==> config.mk <==
export PLATFORM = sky130hd
export DESIGN_NAME = tristate_bus_reader
export DESIGN_NICKNAME = d
export VERILOG_FILES = /design/src/rtl/tristate_bus_reader.sv
export SDC_FILE = /design/constraint.sdc
export NUM_CORES = 1
export LEC_CHECK = 0
export ABC_AREA = 1
export CORE_AREA = 8 8 52 62
export CTS_BUF_LIST = sky130_fd_sc_hd__clkbuf_4 sky130_fd_sc_hd__clkbuf_8
export DETAILED_ROUTE_END_ITERATION = 7
export DIE_AREA = 0 0 60 70
export HOLD_SLACK_MARGIN = 0.15
export PLACE_DENSITY = 0.8
export RECOVER_POWER = 50
export SYNTH_ARGS = -nofsm -noshare
export SYNTH_HDL_FRONTEND = slang
export SYNTH_SLANG_ARGS = --single-unit
==> constraint.sdc <==
create_clock -name clk -period 4.05 [get_ports clk]
set_input_delay 0.405 -clock clk [delete_from_list [all_inputs] [get_ports clk]]
set_output_delay 0.405 -clock clk [all_outputs]
set_load 0.005 [all_outputs]
==> src/rtl/tristate_bus_reader.sv <==
// Receiver for the shared 1-bit tri-state bus: assembles LSB-first frames of
// WIDTH data bits plus an even-parity bit into a valid/ready output register.
module tristate_bus_reader #(
    parameter int unsigned WIDTH = 8
) (
    input  logic             clk,
    input  logic             rst_n,
    input  logic             bus_en,
    input  logic             bus_d,
    output logic [WIDTH-1:0] out_data,
    output logic             out_valid,
    input  logic             out_ready,
    output logic             parity_err,
    output logic             frame_err,
    output logic             overrun,
    input  logic             clr_overrun
);

    localparam int unsigned CW = $clog2(WIDTH);

    typedef enum logic [1:0] {
        IDLE,
        SHIFT,
        PARITY
    } state_e;

    state_e           state_q, state_d;
    logic [CW-1:0]    cnt_q, cnt_d;
    logic [WIDTH-1:0] shift_q, shift_d;
    logic [WIDTH-1:0] out_data_q, out_data_d;
    logic             out_valid_q, out_valid_d;
    logic             parity_err_q, parity_err_d;
    logic             frame_err_q, frame_err_d;
    logic             overrun_q, overrun_d;

    always_comb begin
        state_d      = state_q;
        cnt_d        = cnt_q;
        shift_d      = shift_q;
        out_data_d   = out_data_q;
        out_valid_d  = out_valid_q && !out_ready;
        parity_err_d = 1'b0;
        frame_err_d  = 1'b0;
        overrun_d    = overrun_q && !clr_overrun;

        unique case (state_q)
            IDLE: begin
                if (bus_en) begin
                    shift_d    = '0;
                    shift_d[0] = bus_d;
                    cnt_d      = CW'(1);
                    state_d    = SHIFT;
                end
            end
            SHIFT: begin
                if (bus_en) begin
                    shift_d[cnt_q] = bus_d;
                    cnt_d          = cnt_q + 1'b1;
                    if (cnt_q == CW'(WIDTH - 1)) state_d = PARITY;
                end else begin
                    frame_err_d = 1'b1;
                    cnt_d       = '0;
                    state_d     = IDLE;
                end
            end
            PARITY: begin
                cnt_d   = '0;
                state_d = IDLE;
                if (!bus_en) begin
                    frame_err_d = 1'b1;
                end else if (^{shift_q, bus_d}) begin
                    parity_err_d = 1'b1;
                end else if (!out_valid_q || out_ready) begin
                    out_data_d  = shift_q;
                    out_valid_d = 1'b1;
                end else begin
                    // Set beats a simultaneous clr_overrun.
                    overrun_d = 1'b1;
                end
            end
            default: begin
                cnt_d   = '0;
                state_d = IDLE;
            end
        endcase
    end

    always_ff @(posedge clk or negedge rst_n) begin
        if (!rst_n) begin
            state_q      <= IDLE;
            cnt_q        <= '0;
            shift_q      <= '0;
            out_data_q   <= '0;
            out_valid_q  <= 1'b0;
            parity_err_q <= 1'b0;
            frame_err_q  <= 1'b0;
            overrun_q    <= 1'b0;
        end else begin
            state_q      <= state_d;
            cnt_q        <= cnt_d;
            shift_q      <= shift_d;
            out_data_q   <= out_data_d;
            out_valid_q  <= out_valid_d;
            parity_err_q <= parity_err_d;
            frame_err_q  <= frame_err_d;
            overrun_q    <= overrun_d;
        end
    end

    assign out_data   = out_data_q;
    assign out_valid  = out_valid_q;
    assign parity_err = parity_err_q;
    assign frame_err  = frame_err_q;
    assign overrun    = overrun_q;

endmodule

==> results of run 1 <==
## registers in the layout, summed over array words and instances (netlist names)
signal / count
cnt_q: 3
frame_err: 1
out_data: 8
out_valid: 1
overrun: 1
parity_err: 1
shift_q: 8
state_q: 2
## cell families (layout without fill, tap and decap cells)
kind of cell | Yosys count | after routing | share of synthesized area, %
simple gates | 75 | 75 | 26.0
buf+inv | 28 | 45 | 8.92
flops | 25 | 25 | 48.5
compound gates | 24 | 24 | 10.2
fa+ha+maj | 5 | 5 | 4.85
xor+xnor | 1 | 1 | 0.679
mux | 1 | 1 | 0.873
## synthesized netlist by cell type (all sizes together)
cell,number
o22ai,6
nor3,2
dfrtp,25
buf,3
ha,5
nand4,8
xor2,1
inv,24
clkbuf,1
o21ai,10
mux2,1
nor2,3
a21oi,8
nand2,49
nand3,13
## per-layer routing
layer / track usage, % / up-vias / routed length, um
met5: 0 / - / 0
met4: 6.38 / 0 / 33
met3: 2.38 / 4 / 114
met2: 23.9 / 22 / 1280
met1: 13.7 / 508 / 1090
li1: - / 553 / -
## final cells by class
class / count / area share (%)
Multi-Input combinational cell: 106 / 36.4
Timing Repair Buffer: 17 / 11.3
Inverter: 24 / 6.00
Tap cell: 31 / 2.58
Clock buffer: 4 / 2.00
Sequential cell: 25 / 41.7
## metrics by stage
step           area, um2  hold WS (ns)  cells  total power, mW
3_3_place_gp        1470         0.457    203            0.740
3_5_place_dp        1470         0.457    203            0.762
2_1_floorplan       1290         0.109    159            0.652
6_report            1500         0.485    207            0.866
5_1_grt             1500         0.517    207            0.950
4_1_cts             1500         0.490    207            0.881
## worst register-to-register path, stage by stage (launching register included)
cell,delay (ns)
dfrtp_1,0.42
inv_1,0.08
ha_1,0.43
nand2_1,0.15
o21ai_1,0.23
mux2_1,0.34
## power by group through the flow
stage / combinational [mW] / sequential, mW / clock [mW]
final: 0.388 / 0.361 / 0.118
after global placement: 0.376 / 0.365 / 0
after floorplan: 0.291 / 0.361 / 0
after detailed placement: 0.393 / 0.368 / 0
after global routing: 0.444 / 0.370 / 0.136
after CTS: 0.395 / 0.362 / 0.123
## path summary, 6_finish.rpt
| kind | from | endpoint | slack (ns) | cells past startpoint |
|---|---|---|---|---|
| min | out_data[4] | out_data[4] | 0.49 | 2 |
| min reg2reg | out_data[4] | out_data[4] | 0.49 | 2 |
| max | bus_d | out_data[1] | 2.16 | 12 |
| min in group asynchronous | rst_n | shift_q[4] | 0.73 | 1 |
| max in group asynchronous | rst_n | shift_q[3] | 2.67 | 1 |
| max reg2reg | state_q[1] | state_q[0] | 2.30 | 5 |
==> summary.txt, run 1 <==
Final layout
  – NumNets Final: between 150 and 200
  – P&R area growth vs syn: 16.4%
  – Multi-input gate area: 547 um2
  – Most common cell after layout, fill and taps aside: nand2_1
  – Commonest non-fill, non-tap cells in the layout: nand2_1, dfrtp_1, inv_1, clkdlybuf4s50_1, nand3_1
  – Share of cells above drive strength 1: 6.25%
  – Sequential Area: 626 um2
  – Ant. Diodes: 0
  – # fillers: 203
  – Final core utilization: approximately 66%

STA
  – Final hold vios: 0
  – Final setup viols: 0
  – Post-layout min period: 1.89 ns
  – Setup ws final: 2.16 ns
  – Final period util: a little under half
  – Max frequency: roughly 0.53 GHz
  – RSZ-0062 raised after global routing: no
  – Least-Margin Pin Slew: 1.10 ns
  – Slew Limit Fails: 0
  – TNS Setup: 0 ns
  – Clk_skew: 0.00654 ns
  – Max-slew headroom: 26.8%

Route
  – Via count: 1087
  – DRT Pass-1 Iters: 4
  – Routed len/inst: 12.2 um
  – Antenna viol nets, final: 0
  – Vias per cell: 5.25
  – DRC viols: 0
  – Detailed Route Iter0 Violations: 37
  – Total wire length: 2530 um

Worst setup path
  – Cell repeated most along the worst path: nand2_1
  – CP endpoint kind: register
  – CP required: 4.27 ns
  – Crit path DAT: 2.11 ns
  – CP Class: in -> reg
  – Worst-path fanout max: 11
  – Kind of cell adding the most delay to the critical path: simple AND/OR/NAND/NOR gates
  – Crit-path slowest cell: clkdlybuf4s50_1
  – Critical Path Max Stage Delay: 0.51 ns
  – Critical path startpoint category: input pin
  – WP buf/inv: 2
  – Worst path cell trace: clkdlybuf4s50_1 > inv_1 > nand2_1 > nand3_1 > nand2_1 > nand2_1 > nand2_1 > nand2_1 > nand2_1 > nand3_2 > nand2_1 > nand2_1

Power and ir drop
  – Internal: 0.508 mW
  – Pwr Density: 577 nW/um2
  – Clk network pwr share: 13.6%
  – Net Sw Frac: 41.4%
  – P_leak: 0.769 nW
  – Seq pwr share: 41.7%
  – Psw: around 0.36 mW
  – VDD IR max: 0.361 mV
  – Combinational share of power: 44.7%

Run
  – Max cap viols: 0

Floorplan
  – DIE AREA: 4200 um2
  – Starting Density: about 57%
  – Die width: 60 um
  – Core Area: about 2300 um2
  – Die H: 70 um
  – Row count: 19
  – Num ports: 18

CTS
  – Max Root-Sink Buffers: 2
  – Post_cts resized: 0
  – Reg clk slew, reported paths: 0.13 ns
  – CTS Buf Count: 3
  – Post-CTS Setup Inserts: 0
  – Clock Sinks: 25
  – Clock root cell: clkbuf_4
  – TritonCTS clock tree: built
  – Hold Buf Count CTS: 0
  – Clock Latency Late Sink: approximately 0.32 ns
  – Max H-tree Level: 1

Place
  – Post-DP HPWL: between 1500 and 2000 um
  – Gpl congestion: around 0.77
  – Worst slack at placement: around 2.0 ns
  – PortBufs: 17

Logic synthesis
  – Netlist Area Pre-Place: 1290 um2
  – Post-Syn Instances: 159
  – Synth Net Count: 170
  – Synth top area share: around half
  – FF+latch count, synth: 25
  – Yosys cell types: 22
  – Avg Cell Area, Syn: 8.11 um2
  – Seq/Total Area, Yosys: 48.5%
  – Area leader, netlist: dfrtp_1
  – Synth warn: 0
  – Top cells by area, synth: dfrtp_1, nand2_1, inv_1

GRT
  – Number of global-route vias before repair: 1051
  – GR Overflow Total: 0
  – Pin count of the biggest net entering global routing: 26
  – Total track usage: 13.2%
  – First-pass GRT wire length: 4450 um
  – Initial antenna violation count: 0

Worst hold path
  – Worst hold path type: reg -> reg

Run status
  – Status: completed
No activity file was read; power rests on OpenSTA's default activity.
==> run 2, diff against run 1 <==
- CORE_AREA: 8 8 52 62 -> 8 8 53 64
- DIE_AREA: 0 0 60 70 -> 0 0 61 72
- PLACE_DENSITY: 0.8 -> 0.76
- clock period: 4.05 -> 1.9 ns (I/O delays scaled with it)
==> summary.txt, run 2 (same netlist as run 1, synthesis figures left out) <==
Place
  – PortBufs: 17 (unchanged)
  – Gpl congestion: 0.769 (about the same)
  – Post-DP HPWL: 1990 um (+2.8%)

Worst setup path
  – Crit-path slowest cell: dfrtp_1
  – R2R setup slack: 0.34 ns (-1.96 ns)
  – Kind of cell adding the most delay to the critical path: flip-flops
  – Critical Path Max Stage Delay: 0.49 ns (-0.02 ns)
  – WP buf/inv: 0 (-2)
  – Worst R2R Path Depth: 4 (-1)
  – Crit path DAT: 1.78 ns (-0.33 ns)
  – Crit Reg-Reg Startpoint: cnt_q[0]
  – CP Class: reg -> reg
  – Cell repeated most along the worst path: ha_1
  – Critical path startpoint category: register
  – Worst path cell trace: ha_1 > ha_1 > o21ai_1 > mux2_1
  – Reg-to-reg endpoint: state_q[0]
  – Worst-path fanout max: 8 (-3)
  – CP Depth: 4 (-8)
  – CP required: 2.12 ns (-2.15 ns)
  – CP endpoint kind: register

CTS
  – CTS Buf Count: 3 (unchanged)
  – Reg clk slew, reported paths: 0.14 ns (about the same)
  – Max H-tree Level: 1 (unchanged)
  – Clock Sinks: 25 (unchanged)
  – Post-CTS Setup Inserts: 0 (unchanged)
  – Clock root cell: clkbuf_4
  – Clock Latency Late Sink: 0.32 ns (about the same)
  – Max Root-Sink Buffers: 2 (unchanged)
  – Hold Buf Count CTS: 0 (unchanged)
  – Post_cts resized: 0 (unchanged)
  – TritonCTS clock tree: built

Worst hold path
  – Worst hold path type: in -> reg
  – Hold Path Sink: overrun
  – Hold_sp: clr_overrun
  – Worst hold path depth: 4 (+2)

GRT
  – Initial antenna violation count: 0 (unchanged)
  – Total track usage: 12.2% (-0.97 points)
  – Number of global-route vias before repair: 1002 (-4.7%)
  – First-pass GRT wire length: 4220 um (-5.3%)
  – GR Overflow Total: 0 (unchanged)
  – Pin count of the biggest net entering global routing: 26 (unchanged)

STA
  – Final hold vios: 0 (unchanged)
  – Final setup viols: 0 (unchanged)
  – RSZ-0062 raised after global routing: no
  – Max frequency: between 0.6 and 0.7 GHz
  – Post-layout min period: 1.56 ns
  – Final period util: approximately 82%
  – Clk_skew: 0.0101 ns (+0.00353 ns)
  – TNS Setup: 0 ns (unchanged)
  – Least-Margin Pin Slew: 1.27 ns (+0.180 ns)
  – Max-slew headroom: 15.0% (-12 points)
  – Slew Limit Fails: 0 (unchanged)
  – Fin Hold WS: 0.434 ns (-0.0511 ns)

Route
  – DRT Pass-1 Iters: 4 (unchanged)
  – Total wire length: 2520 um (-0.20%)
  – Antenna viol nets, final: 0 (unchanged)
  – Detailed Route Iter0 Violations: 21 (-43%)
  – DRC viols: 0 (unchanged)
  – Via count: 1105 (+1.7%)
  – Vias per cell: 5.19 (-1.2%)
  – Routed len/inst: 11.8 um (-3.0%)

Floorplan
  – Starting Density: 53.1% (-4.0 points)
  – Row count: 20 (+1)
  – Core Area: 2430 um2 (+7.5%)
  – DIE AREA: 4390 um2 (+4.6%)
  – Die H: 72 um (+2.9%)
  – Num ports: 18 (unchanged)
  – Die width: 61 um (+1.7%)

Final layout
  – Ant. Diodes: 0 (unchanged)
  – Share of cells above drive strength 1: 8.33% (+2.1 points)
  – Commonest non-fill, non-tap cells in the layout: nand2_1, dfrtp_1, inv_1, clkdlybuf4s50_1, nand3_1
  – Final core utilization: 63.1% (-3.3 points)
  – Most common cell after layout, fill and taps aside: nand2_1
  – # fillers: 228 (+12%)
  – P&R area growth vs syn: 18.8%
  – Sequential Area: 626 um2 (unchanged)
  – Multi-input gate area: 549 um2 (+0.46%)
  – NumNets Final: 192 (+2.1%)

Power and ir drop
  – Pwr Density: 1250 nW/um2 (+120%)
  – P_leak: 0.788 nW (+2.5%)
  – VDD IR max: 0.807 mV (+120%)

Run
  – Max cap viols: 0 (unchanged)

Run status
  – Status: completed
-- run 2: cell types whose count changed in the layout (fill, tap and decap cells not counted) --
cell / delta
buf_4: +3
clkbuf_1: +1
dlygate4sd3_1: +1
nand2_2: +1
clkdlybuf4s50_1: -1
nand2_1: -1
-- run 2: power breakdown --
group          internal, mW  switching [mW]
logic                 0.369           0.522
registers             0.663           0.108
clock network        0.0963           0.153
-- run 2: through the flow --
step	setup slack [ns]	cell area, um2	total power [mW]	cells
2_1_floorplan	0.454	1290	1.39	159
3_3_place_gp	0.283	1510	1.63	209
3_5_place_dp	0.202	1510	1.69	209
4_1_cts	0.325	1540	1.93	213
5_1_grt	0.192	1530	2.07	213
6_report	0.335	1530	1.91	213
-- run 2: metal layers --
layer | up-vias | routed length [um] | GRT usage, %
met5 | - | 0 | 0
met4 | 0 | 67 | 5.45
met3 | 9 | 123 | 2.48
met2 | 22 | 1320 | 22.3
met1 | 507 | 1010 | 12.7
li1 | 567 | - | -
-- run 2: worst max-delay path by stage --
stage	start	end	slack [ns]
6_report	cnt_q[0]	state_q[0]	0.34
5_1_grt	rst_n	cnt_q[1]	0.19
4_1_cts	cnt_q[0]	state_q[0]	0.32
3_5_place_dp	bus_d	out_data[5]	0.20
3_3_place_gp	bus_d	out_data[1]	0.28
2_1_floorplan	cnt_q[0]	state_q[0]	0.45
-- run 2: layout make-up --
cell class	instances	share of cell area (%)
flip-flops and latches	25	40.8
multi-input cells	106	35.8
repair buffers	21	12.8
inverters	24	5.88
well taps	33	2.69
clock buffers	4	1.96
-- run 2: worst min-delay path, stage by stage --
cell,delay (ns)
clkdlybuf4s50_1,0.40
inv_1,0.05
nand2_1,0.05
o21ai_2,0.05
==> run 3, diff against run 2 <==
- CORE_AREA: 8 8 53 64 -> 8 8 56 67
- DIE_AREA: 0 0 61 72 -> 0 0 64 75
- PLACE_DENSITY: 0.76 -> 0.71
- clock period: 1.9 -> 1.3 ns (I/O delays scaled with it)
==> summary.txt, run 3 (same netlist as run 1, synthesis figures left out) <==
Place
  – Gpl congestion: 0.806 (+4.9%)
  – PortBufs: 17 (unchanged)
  – Post-DP HPWL: 2090 um (+5.2%)
  – Worst slack at placement: -0.342 ns (-0.544 ns)
  – Placed Instance Area: 1750 um2 (+16%)

Power and ir drop
  – Pwr Density: 1900 nW/um2 (+52%)
  – P_leak: 1.05 nW (+33%)
  – VDD IR max: 1.33 mV (+64%)
  – Tot Pwr: 3.70 mW (+94%)

Worst setup path
  – CP required: 1.55 ns (-0.57 ns)
  – Crit path DAT: 1.65 ns (-0.13 ns)
  – WP buf/inv: 3 (+3)
  – Kind of cell adding the most delay to the critical path: flip-flops
  – Critical Path Max Stage Delay: 0.43 ns (-0.06 ns)
  – CP endpoint kind: register
  – Cell repeated most along the worst path: buf_6
  – Worst-path fanout max: 7 (-1)
  – Worst R2R Path Depth: 7 (+3)
  – Critical path startpoint category: register
  – CP Depth: 7 (+3)
  – Crit-path slowest cell: dfrtp_1
  – Worst path cell trace: buf_6 > ha_4 > buf_6 > o21ai_4 > buf_6 > a21oi_1 > o22ai_1
  – CP Class: reg -> reg

CTS
  – Max Root-Sink Buffers: 2 (unchanged)
  – Max H-tree Level: 1 (unchanged)
  – Clock root cell: clkbuf_4
  – Clock Sinks: 25 (unchanged)
  – TritonCTS clock tree: built
  – Clock Latency Late Sink: 0.32 ns (about the same)
  – Reg clk slew, reported paths: 0.13 ns (about the same)
  – CTS Buf Count: 3 (unchanged)

Route
  – Total wire length: 2910 um (+15%)
  – Antenna viol nets, final: 0 (unchanged)
  – Via count: 1248 (+13%)
  – DRC viols: 0 (unchanged)
  – Routed len/inst: 11.5 um (-2.6%)
  – Vias per cell: 4.95 (-4.5%)
  – Detailed Route Iter0 Violations: 41 (+95%)
  – DRT Pass-1 Iters: 4 (unchanged)

Final layout
  – NumNets Final: 230 (+20%)
  – Most common cell after layout, fill and taps aside: nand2_1
  – P&R area growth vs syn: 51.3%
  – Fin area: 1950 um2 (+27%)
  – Commonest non-fill, non-tap cells in the layout: nand2_1, buf_4, dfrtp_1, inv_1
  – Share of cells above drive strength 1: 34.9% (+27 points)
  – Ant. Diodes: 0 (unchanged)

STA
  – Final setup viols: 19 (+19)
  – Max frequency: 0.714 GHz (+12%)
  – Post-layout min period: 1.40 ns (-0.165 ns)
  – Slew Limit Fails: 0 (unchanged)
  – Max-slew headroom: 58.7% (+44 points)
  – Setup ws final: -0.100 ns (-0.435 ns)
  – RSZ-0062 raised after global routing: yes
  – Final period util: 108% (+25 points)
  – Clk_skew: 0.00216 ns (-0.00791 ns)
  – Least-Margin Pin Slew: 0.619 ns (-0.656 ns)
  – Final hold vios: 0 (unchanged)

Floorplan
  – Num ports: 18 (unchanged)
  – Die width: 64 um (+4.9%)
  – Starting Density: 47.7% (-5.5 points)
  – Core Area: 2710 um2 (+11%)
  – DIE AREA: 4800 um2 (+9.3%)
  – Row count: 21 (+5.0%)
  – Die H: 75 um (+4.2%)

GRT
  – Total track usage: 13.0% (+0.82 points)
  – Number of global-route vias before repair: 1198 (+20%)
  – First-pass GRT wire length: 5000 um (+19%)
  – Initial antenna violation count: 0 (unchanged)
  – GR Overflow Total: 0 (unchanged)
  – Pin count of the biggest net entering global routing: 26 (unchanged)

Run status
  – Failing checks: negative setup slack
  – Status: finished with violations

Run
  – Max cap viols: 0 (unchanged)

Worst hold path
  – Worst hold path type: in -> async
-- run 3: changes by cell type in the layout (fill, tap and decap cells not counted), sizes merged --
cell / delta
clkdlybuf4s50: -10
clkinvlp: +1
buf: +38
dlygate4sd2: +12
dlygate4sd3: -2
inv: -1
-- run 3: final cells by class --
cell class / instances / area [um2]
multi-input combinational: 106 / 676
tap: 34 / 42.5
clock buffer: 4 / 30.0
inverter: 24 / 93.8
sequential: 25 / 627
fill: 204 / 754
timing repair buffer: 59 / 483
-- run 3: path summary, 6_finish.rpt --
kind / startpoint / slack (ns) / endpoint
setup / recovery: state_q[0] / -0.10 / shift_q[2]
hold / removal: rst_n / 0.34 / out_data[2]
setup reg to reg: state_q[0] / -0.10 / shift_q[2]
hold reg to reg: out_data[6] / 0.48 / out_data[6]
max in group asynchronous: rst_n / 0.53 / cnt_q[0]
min in group clk: clr_overrun / 0.38 / overrun
-- run 3: repair_timing --
action / in CTS / in global routing
pin swaps: 1 / 2
hold buffers: 0 / 0
gates cloned: 0 / 0
setup buffers: 5 / 5
setup endpoints to repair: 31 / 20
resized for setup: 27 / 14
-- run 3: routing by layer --
layer  vias up  global-route usage, %  wire length [um]
met3         7                   3.13               145
met5         -                      0                 0
met4         0                   5.96                57
met1       576                   12.6              1150
li1        640                      -                 -
met2        25                   25.5              1550
-- run 3: through the flow --
stage,setup TNS [ns],hold slack (ns),std cells,utilization (%)
after floorplan,-0.0334,-0.166,159,-
after global placement,-3.09,0.453,238,64.6
after detailed placement,-3.85,0.458,238,64.6
after CTS,-0.826,0.165,247,68.1
after global routing,-3.54,0.395,252,72.1
final,-1.34,0.337,252,72.1
-- run 3: report_power, final --
| part | internal (mW) | switching [mW] |
|---|---|---|
| Combinational | 1.13 | 1.08 |
| Sequential | 0.971 | 0.140 |
| Clock | 0.141 | 0.233 |
==> patch: new RTL, config.mk and constraints of run 1 <==
Encoding of `state_e`: now one-hot (3 bits for 3 states).
--- a/src/rtl/tristate_bus_reader.sv
+++ b/src/rtl/tristate_bus_reader.sv
@@ -18,10 +18,10 @@
 
     localparam int unsigned CW = $clog2(WIDTH);
 
-    typedef enum logic [1:0] {
-        IDLE,
-        SHIFT,
-        PARITY
+    typedef enum logic [2:0] {
+        IDLE   = 3'b001,
+        SHIFT  = 3'b010,
+        PARITY = 3'b100
     } state_e;
 
     state_e           state_q, state_d;
Function: same outputs for any inputs over 10 cycles, from zero or initial values and one cycle with rst_n low; not proved beyond that.
==> patch against run 1 <==
Design area rose by 4.9%. Synthesized area rose by 4.8%. Sequential cell count rose by 1. Clock skew fell by 0.0025 ns. Synthesized cell count rose by 5.7%. Via count rose by 2.8%. Worst setup slack got worse by 0.17 ns. Final cell count rose by 4.8%. Routed wire length rose by 0.55%. Largest cell class unchanged.
Power is not compared: it rests on default switching activity, and its combinational part moved more than twofold at a synthesized area within 25%.
==> patch: results (changes against run 1) <==
status: "finished, final reports clean"  # unchanged
final.fill_count: 195  # was 203
met3_usage_pct: 2.564  # was 2.381%
drive_gt1_share_pct: 8.065  # was 6.250%
cp_max_fo: 9  # was 11
drtIter0Drc: 27  # was 37
cp.arrival_ns: 2.27  # was 2.11 ns
place_congestion: 0.8129  # was 0.7692
grtUsageTotal_pct: 13.06  # was 13.19%
grt_max_degree: 27  # was 26
relSlewSlack_pct: 24.51  # was 26.75%
synth.area.top_cells: "dfrtp_1, nand2_1, inv_1"  # unchanged
max_stage_delay_ns: 0.59  # was 0.51 ns
avgRoutedWirePerCell_um: 11.70  # was 12.20 um
crit_family: "buffers and inverters"  # was simple AND/OR/NAND/NOR gates
syn_nets: 176  # was 170
grt_use_met2_pct: 23.56  # was 23.92%
pre_cts_slack_ns: 1.828  # was 1.971 ns
grt_pass1_wl_um: 4367  # was 4450 um
yosysSeqAreaShare_pct: 48.24  # was 48.50%
dp_hpwl_um: 1996  # was 1934 um
worst_slack_ns: 1.993  # was 2.160 ns
vias: 1117  # was 1087
r2r_slack_ns: 2.18  # was 2.30 ns
stdcell_count: 217  # was 207
[patch: cell count changes after synthesis, sizes merged, moves of 2 or more]
cell / before / now
nand2: 49 / 60
o22ai: 6 / 2
nor3: 2 / 8
a21oi: 8 / 4
o21ai: 10 / 12
ha: 5 / 2
[patch: area by class of cell]
cell class              instances  share of cell area [%]
clock inverters                 1                   1.906
well taps                      31                   2.462
repair buffers                 17                   10.80
clock buffers                   3                   1.430
flip-flops and latches         26                   41.38
multi-input cells             114                   36.06
inverters                      25                   5.957
[patch: per-layer routing]
layer | up-vias | share of wire (%)
li1 | 579 | -
met1 | 518 | 42
met2 | 16 | 53
met3 | 4 | 3.9
met4 | 0 | 1.1
met5 | - | 0
[patch: through the flow]
step | hold slack (ns) | area (um^2)
after floorplan | 0.1094 | 1351
after CTS | 0.4971 | 1585
final | 0.4903 | 1575
after detailed placement | 0.4654 | 1533
after global routing | 0.5268 | 1575
after global placement | 0.4554 | 1533
[patch: worst reg2reg max path, stage by stage (launching register included)]
cell and delay, ns:
dfrtp_1 0.41, inv_1 0.11, nand3_4 0.12, nor2_1 0.46
inv_1 0.17, nand2_1 0.24, inv_2 0.07, a21oi_1 0.12
o22ai_1 0.08
[patch: path summary, 6_finish.rpt]
check | start | endpoint
setup / recovery | bus_en | shift_q[6]
hold / removal | out_data[0] | out_data[0]
setup reg to reg | state_q[2] | shift_q[6]
hold reg to reg | out_data[0] | out_data[0]
max in group asynchronous | rst_n | shift_q[3]
min in group asynchronous | rst_n | overrun
[patch: kinds of logic (layout without fill, tap and decap cells)]
group	Yosys count	after routing	share of synthesized area, %
xor+xnor	1	1	0.6483
simple gates	93	93	33.15
flops	26	26	48.24
compound gates	18	18	7.129
buf+inv	28	46	8.981
fa+ha+maj	2	2	1.852
[patch: power by group through the flow]
stage          sequential (uW)  clock [uW]  combinational (uW)
2_1_floorplan              298           0                 109
3_3_place_gp               302           0                 124
3_5_place_dp               302           0                 130
4_1_cts                    298         178                 131
5_1_grt                    299         188                 142
6_report                   297         171                 125
